[src/rtl/nic8_pkg.sv]
// Shared types, instruction-field constants and field helpers for the nic8 sequencer.
package nic8_pkg;

   typedef enum logic [1:0] {
      ST_IDLE   = 2'd0,
      ST_FETCH  = 2'd1,
      ST_EXEC   = 2'd2,
      ST_HALTED = 2'd3
   } seq_state_e;

   localparam logic [2:0] SRC_ROM   = 3'b000;
   localparam logic [2:0] DEST_HALT = 3'b111;

   // ir layout: {bit7, dest[2:0], bit3, source[2:0]}
   function automatic logic [2:0] ir_dest(input logic [7:0] ir);
      return ir[6:4];
   endfunction

   function automatic logic [2:0] ir_source(input logic [7:0] ir);
      return ir[2:0];
   endfunction

endpackage

[src/rtl/nic8_pc.sv]
// Program counter: synchronous reset, increment enable, zero-extending load (load wins).
module nic8_pc #(
   parameter int PC_WIDTH = 8
) (
   input  logic                clk,
   input  logic                reset,
   input  logic                inc_en,
   input  logic                load_en,
   input  logic [7:0]          load_val,
   output logic [PC_WIDTH-1:0] pc
);

   logic [PC_WIDTH-1:0] pc_q, pc_d;

   always_comb begin
      pc_d = pc_q;
      if (load_en) begin
         pc_d = PC_WIDTH'(load_val);
      end else if (inc_en) begin
         pc_d = pc_q + PC_WIDTH'(1);
      end
   end

   always_ff @(posedge clk) begin
      if (reset) begin
         pc_q <= '0;
      end else begin
         pc_q <= pc_d;
      end
   end

   assign pc = pc_q;

endmodule

[src/rtl/nic8_sequencer.sv]
// nic8 fetch/execute sequencer: PC ownership, IR load strobe, exec gating, run/step/halt.
// Optional retired-instruction counter enabled by NIC8_SEQ_RETIRE_COUNT_EN.
module nic8_sequencer
   import nic8_pkg::*;
#(
   parameter int PC_WIDTH = 8
) (
   input  logic                clk,
   input  logic                reset,
   input  logic [7:0]          ir,
   input  logic                doJumpBar,
   input  logic [7:0]          bus,
   input  logic                run,
   input  logic                step,
   output logic [PC_WIDTH-1:0] pc,
   output logic                loadIR,
   output logic                execEnable,
   output logic                halted
`ifdef NIC8_SEQ_RETIRE_COUNT_EN
   ,
   output logic [15:0]         retired
`endif
);

   seq_state_e state_q, state_d;
   logic       pc_inc;
   logic       pc_load;
   logic       is_halt;
   logic       is_imm;

   assign is_halt = (ir_dest(ir) == DEST_HALT);
   assign is_imm  = (ir_source(ir) == SRC_ROM);

   always_comb begin
      state_d = state_q;
      pc_inc  = 1'b0;
      pc_load = 1'b0;
      case (state_q)
         ST_IDLE: begin
            if (run || step) begin
               state_d = ST_FETCH;
            end
         end
         ST_FETCH: begin
            pc_inc  = 1'b1;
            state_d = ST_EXEC;
         end
         ST_EXEC: begin
            // Halt freezes the PC even though its source field reads as ROM.
            if (is_halt) begin
               state_d = ST_HALTED;
            end else begin
               if (!doJumpBar) begin
                  pc_load = 1'b1;
               end else if (is_imm) begin
                  pc_inc = 1'b1;
               end
               state_d = run ? ST_FETCH : ST_IDLE;
            end
         end
         ST_HALTED: begin
            state_d = ST_HALTED;
         end
         default: begin
            state_d = ST_IDLE;
         end
      endcase
   end

   always_ff @(posedge clk) begin
      if (reset) begin
         state_q <= ST_IDLE;
      end else begin
         state_q <= state_d;
      end
   end

   nic8_pc #(
      .PC_WIDTH(PC_WIDTH)
   ) u_pc (
      .clk      (clk),
      .reset    (reset),
      .inc_en   (pc_inc),
      .load_en  (pc_load),
      .load_val (bus),
      .pc       (pc)
   );

   assign loadIR     = (state_q == ST_FETCH);
   assign execEnable = (state_q == ST_EXEC);
   assign halted     = (state_q == ST_HALTED);

`ifdef NIC8_SEQ_RETIRE_COUNT_EN
   logic [15:0] retired_q, retired_d;

   always_comb begin
      retired_d = retired_q;
      if (state_q == ST_EXEC) begin
         retired_d = retired_q + 16'd1;
      end
   end

   always_ff @(posedge clk) begin
      if (reset) begin
         retired_q <= '0;
      end else begin
         retired_q <= retired_d;
      end
   end

   assign retired = retired_q;
`endif

endmodule

[config.mk]
export PLATFORM = sky130hd
export DESIGN_NAME = nic8_sequencer
export DESIGN_NICKNAME = d
export VERILOG_FILES = /design/src/rtl/nic8_pkg.sv /design/src/rtl/nic8_pc.sv /design/src/rtl/nic8_sequencer.sv
export SDC_FILE = /design/constraint.sdc
export NUM_CORES = 1
export LEC_CHECK = 0
export CAP_MARGIN = 40
export CORE_MARGIN = 2
export CORE_UTILIZATION = 39
export CTS_CLUSTER_SIZE = 24
export DETAILED_ROUTE_END_ITERATION = 8
export PLACE_DENSITY_LB_ADDON = 0.15
export SLEW_MARGIN = 40
export SYNTH_ARGS = -nofsm -noshare
export SYNTH_HDL_FRONTEND = slang
export SYNTH_HIERARCHICAL = 1
export SYNTH_SLANG_ARGS = --single-unit
[constraint.sdc]
create_clock -name clk -period 2.3 [get_ports clk]
set_input_delay 0.46 -clock clk [delete_from_list [all_inputs] [get_ports clk]]
set_output_delay 0.46 -clock clk [all_outputs]
set_load 0.02 [all_outputs]
Yosys cells after proc, flatten, opt, wreduce, memory -nomap -nowiden
Cells that the tools add are included.
Cells by class
  mux-type cells: 13
  equality and inequality tests: 5
  reduce and logical (&&, ||, !) cells: 4
  add/subtract/negate cells: 1
Operators by type and width (count)
  $mux 8: 2
  $add 8x1->8 const B: 1
  $pmux 2 s4: 1
  $mux 1: 7
  $eq 2x2->1 const B: 2
  $mux 2: 2
  $eq 3x3->1 const B: 1
  $logic_not 3->1: 1
  $eq 2x1->1 const B: 1
  $logic_not 2->1: 1
  $ne 2x2->1 const B: 1
  $pmux 1 s2: 1
  $reduce_bool 2->1: 1
  $logic_or 1x1->1: 1
Word-level totals
  register bits after elaboration: 10
  output and inout bits: 11

Depth between registers and ports, before layout
  word-level depth: 7
  mapped depth: 8
  gate-level depth less buffers: 7

Hierarchy
The synthesis kept the hierarchy.
Modules (own cells, without submodules)
  nic8_pc: cells each 53, instances 1, seq. area each 160.2 um^2, area each 464.2 um^2
  nic8_sequencer: cells each 23, instances 1, seq. area each 40.0 um^2, area each 205.2 um^2

Worst setup path after synthesis
No wires, ideal clock.
  path type: flip-flop to flip-flop
  start point: register state_q[0]
  end point: register u_pc.pc_q[7], in the netlist u_pc/pc[7]
  data required time: 2.221 ns
  setup time: 0.079 ns
  clock period less this slack: 2.182 ns
  slack: 0.118 ns
  arrival: 2.103 ns
  cell stages (with the launch flop): 9
  cells stage by stage: dfxtp_1 -> inv_1 -> ha_1 -> nand2_1 -> o21ai_0 -> buf_6 -> or3b_1 -> or4_1 -> o211ai_1
On the way
  longest elaborated chain between the ends: 3
RTL lines
  start: declaration: line nic8_sequencer.sv:25  | seq_state_e state_q, state_d;
  start signal: assignment: line nic8_sequencer.sv:74  | state_q <= state_d;
  $eq 2x2->1
  net execEnable: line nic8_sequencer.sv:17  | output logic execEnable,
  $pmux 1 s2: line nic8_sequencer.sv:38  | case (state_q)
  net pc_inc: line nic8_sequencer.sv:26  | logic pc_inc;
  $reduce_bool 2->1 (no line)
  end signal: assignment: line nic8_pc.sv:28  | pc_q <= pc_d;
  end: declaration: line nic8_pc.sv:13  | logic [PC_WIDTH-1:0] pc_q, pc_d;
The timed path passes the listed nets, and every way through them passes these cells.
A chain may end at the register's enable or synchronous reset.

Worst setup path in the final report
  start point: input ir[1]
  end point: register u_pc.pc_q[5], in the netlist u_pc/pc[5]
On the way
  longest elaborated chain between the ends: 6
RTL lines
  start: declaration: line nic8_sequencer.sv:10  | input logic [7:0] ir,
  $logic_not 3->1: line nic8_sequencer.sv:32  | assign is_imm = (ir_source(ir) == SRC_ROM);
  $mux 1: line nic8_sequencer.sv:55  | end else if (is_imm) begin
  $mux 1: line nic8_sequencer.sv:53  | if (!doJumpBar) begin
  $mux 1: line nic8_sequencer.sv:50  | if (is_halt) begin
  $pmux 1 s2: line nic8_sequencer.sv:38
  net pc_inc: line nic8_sequencer.sv:26
  $reduce_bool 2->1 (no line)
The timed path passes the listed nets, and every way through them passes these cells.

==> impl_metrics.ini <==
[status]
status = complete, no violations

[min_path]
hold_path_depth = 2
worst_hold_path_type = register to register
min_to = u_pc/pc[7]$_SDFFE_PP0P_
hold_path.startpoint = u_pc/pc[7]$_SDFFE_PP0P_

[place]
place.gp.congestion = 0.7438
dp_slack_ns = -0.2186
dp.cells = 122
dpl.hpwl_um = 1277
numPortBuffers = 29

[synthesis]
synth_most_common_cell = dfxtp_1
yosys_warnings = 6
syn-cell-area_um2 = 669.4
synthDistinctLibCells = 28
netlist.area_leader.share_pct = 29.91
syn_inst = 76
yosysSeqAreaShare_pct = 29.91
syn_nets = 103
ys_seq_elements = 10
ys_top_cells_by_count = 10 x dfxtp_1, 6 x ha_1, 6 x nor2_1
synth_ff_type = dfxtp_1
yosys.area.top_type = dfxtp_1
postSynth.asyncResetShare_pct = 0
synth-edff-count = 0
synth.area.top_cells = dfxtp_1 30%, ha_1 11%, xor2_1 5.2%, a211oi_1 4.5%, o211ai_1 4.5%
postSynthAreaPerCell_um2 = 8.808

[worst_setup_path]
path_buf_inv = 1
max_stage_delay_ns = 0.48
r2r-end = u_pc/pc[5]$_SDFFE_PP0P_
cp_top_family = simple AND/OR/NAND/NOR gates
reg2reg_from = state_q[1]$_SDFFE_PP0P_
r2r_slack_ns = 0.23
path_class = input port to register
cp_slowest_cell = or4_1
cp_max_fo = 2
cp_cell_sequence = clkdlybuf4s50_1, nor4b_4, nand2_1, o21ai_2, or3b_1, or4_1, o211ai_1
worstRegToRegCells = 7
required_ns = 2.50
worstSetupStartpointType = input port
arrival_ns = 2.36
end_kind = register

[floorplanning]
row_count = 14
dieArea_um2 = 2064
floorplan.initialDensity_pct = 42.94
core_um2 = 1559
die_h_um = 45.43
die_x_um = 45.43
io_pins = 32

[drt]
drc = 0
dr.first_iter.drc_count = 16
via_per_inst = 5.460
drtAntennaViolNets = 0
wire_per_inst_um = 13.26
drt-total-wl_um = 1671
firstDrtPassIters = 4
route.vias.total = 688

[sta]
slew_viol_final = 0
fin_skew_ns = 0.007961
worstMarginPinSlew_ns = 0.2600
relSlewSlack_pct = 82.63
max_freq_mhz = 461.8
period_needed_ns = 2.166
hold_viol = 0
setup_slack_ns = 0.1344
grt_setup_unrepaired = false
min_period_over_period_pct = 94.16
setup_viol = 0

[layout]
finalNetCount = 138
drive_gt1_share_pct = 11.82
postLayoutCoreUtil_pct = 66.85
finalNonFillerCells = 126
diodes = 0
syn_to_final_growth_pct = 55.70

[cts]
cts.reportedPaths.clkPinSlew_ns = 0.07
h-tree-depth = 1
cts_tree = done
clk_latency_ns = 0.28
cts_root_buffer = clkbuf_4
clk_path_buf_depth = 2
clkSinkCount = 10
cts_resized = 0
ctsHoldBuffers = 0
cts_buffers = 3
post_cts_buffers = 0

[grt]
met1_usage_pct = 24.88
grt_start_max_net_pins = 12
grt_pass1_vias = 622
grt_util_met2_pct = 29.01
grt_pass1_wl_um = 2746
antenna_found_initial = 0
overflow = 0
grtUsageTotal_pct = 19.15
top_usage_layer = met2
use_met3_pct = 7.143

[flow_run]
drv_cap = 0

[power]
share_comb_of_total_power_pct = 33.8
peakVddDrop_mv = 0.3346
p_clk_share_pct = 29.1
pwr-share-seq_pct = 37.1
internal-power_mw = 0.3860
power_per_cell_area_nw_per_um2 = 535.2
swShare_pct = 30.80
p_leak_nw = 0.3872
switchingPower_mw = 0.1718
-- sequential cells by signal, indices dropped and copies added, names as in the netlist --
name     cells
u_pc/pc      8
state_q      2
-- worst reg2reg max path, stage by stage (launching register included) --
cell and delay [ns]:
dfxtp_1 0.41, inv_1 0.12, ha_1 0.32, nand2_1 0.07
o21ai_2 0.13, or3b_1 0.37, or4_1 0.48, o211ai_1 0.11
-- placed cells by master, fill, tap and decap left out, types with 2 or more instances in the layout --
cell type	instances
mux2i_1	2
nor3b_1	3
ha_1	6
clkdlybuf4s50_1	29
a21oi_1	4
o211ai_1	4
a211oi_1	4
buf_4	4
clkbuf_4	3
nand4_1	3
nor2_1	6
inv_1	4
or4_1	2
dfxtp_1	10
xor2_1	4
nand2_1	5
nand3_1	4
-- routing by layer --
layer,vias to the layer above,routed length (µm)
met5,-,0
met4,0,16
met3,3,87
met2,17,822
met1,314,745
li1,354,-
-- kinds of logic (layout without fill, tap and decap cells) --
group,count (synthesis),in the layout,share of synthesized area (%)
AO/OA/AOI/OAI,18,18,19.63
XOR/XNOR,4,4,5.233
buffers and inverters,7,41,5.607
adder cells (fa/ha/maj),6,6,11.21
AND/OR/NAND/NOR,28,28,23.74
multiplexers,3,3,4.673
flip-flops,10,10,29.91
-- stage by stage --
stage               area [µm²]  power [mW]  hold slack (ns)  TNS (ns)
floorplan                669.4      0.3115           0.4891         0
global placement         987.2      0.3877           0.5285   -0.3661
detailed placement       987.2      0.3948           0.5406   -0.4845
CTS                       1023      0.5602           0.5507         0
global route              1042      0.5943           0.5924         0
finish                    1042      0.5578           0.5424         0
-- final cells by class --
type	count	area, µm²
Clock buffer	4	36.28
Fill cell	141	516.7
Inverter	4	15.01
Sequential cell	10	200.2
Timing Repair Buffer	33	320.3
Tap cell	16	20.02
Multi-Input combinational cell	59	450.4
-- power groups by stage --
stage	sequential (mW)	clock, mW	combinational (mW)
after floorplan	0.219	0	0.0923
after global placement	0.210	0	0.178
after detailed placement	0.211	0	0.184
after CTS	0.207	0.168	0.186
after global routing	0.211	0.179	0.205
final	0.207	0.162	0.189
-- how the worst max path moves through the flow --
stage	from	cells past startpoint	endpoint	slack [ns]
4_1_cts	doJumpBar	7	u_pc/pc[5]$_SDFFE_PP0P_	0.06
3_3_place_gp	doJumpBar	7	u_pc/pc[7]$_SDFFE_PP0P_	-0.18
6_report	ir[1]	7	u_pc/pc[5]$_SDFFE_PP0P_	0.13
5_1_grt	ir[1]	7	u_pc/pc[5]$_SDFFE_PP0P_	0.03
3_5_place_dp	doJumpBar	7	u_pc/pc[7]$_SDFFE_PP0P_	-0.22
2_1_floorplan	state_q[0]$_SDFFE_PP0P_	8	u_pc/pc[7]$_SDFFE_PP0P_	0.12
Note: power is estimated with default switching activity, not from simulation.
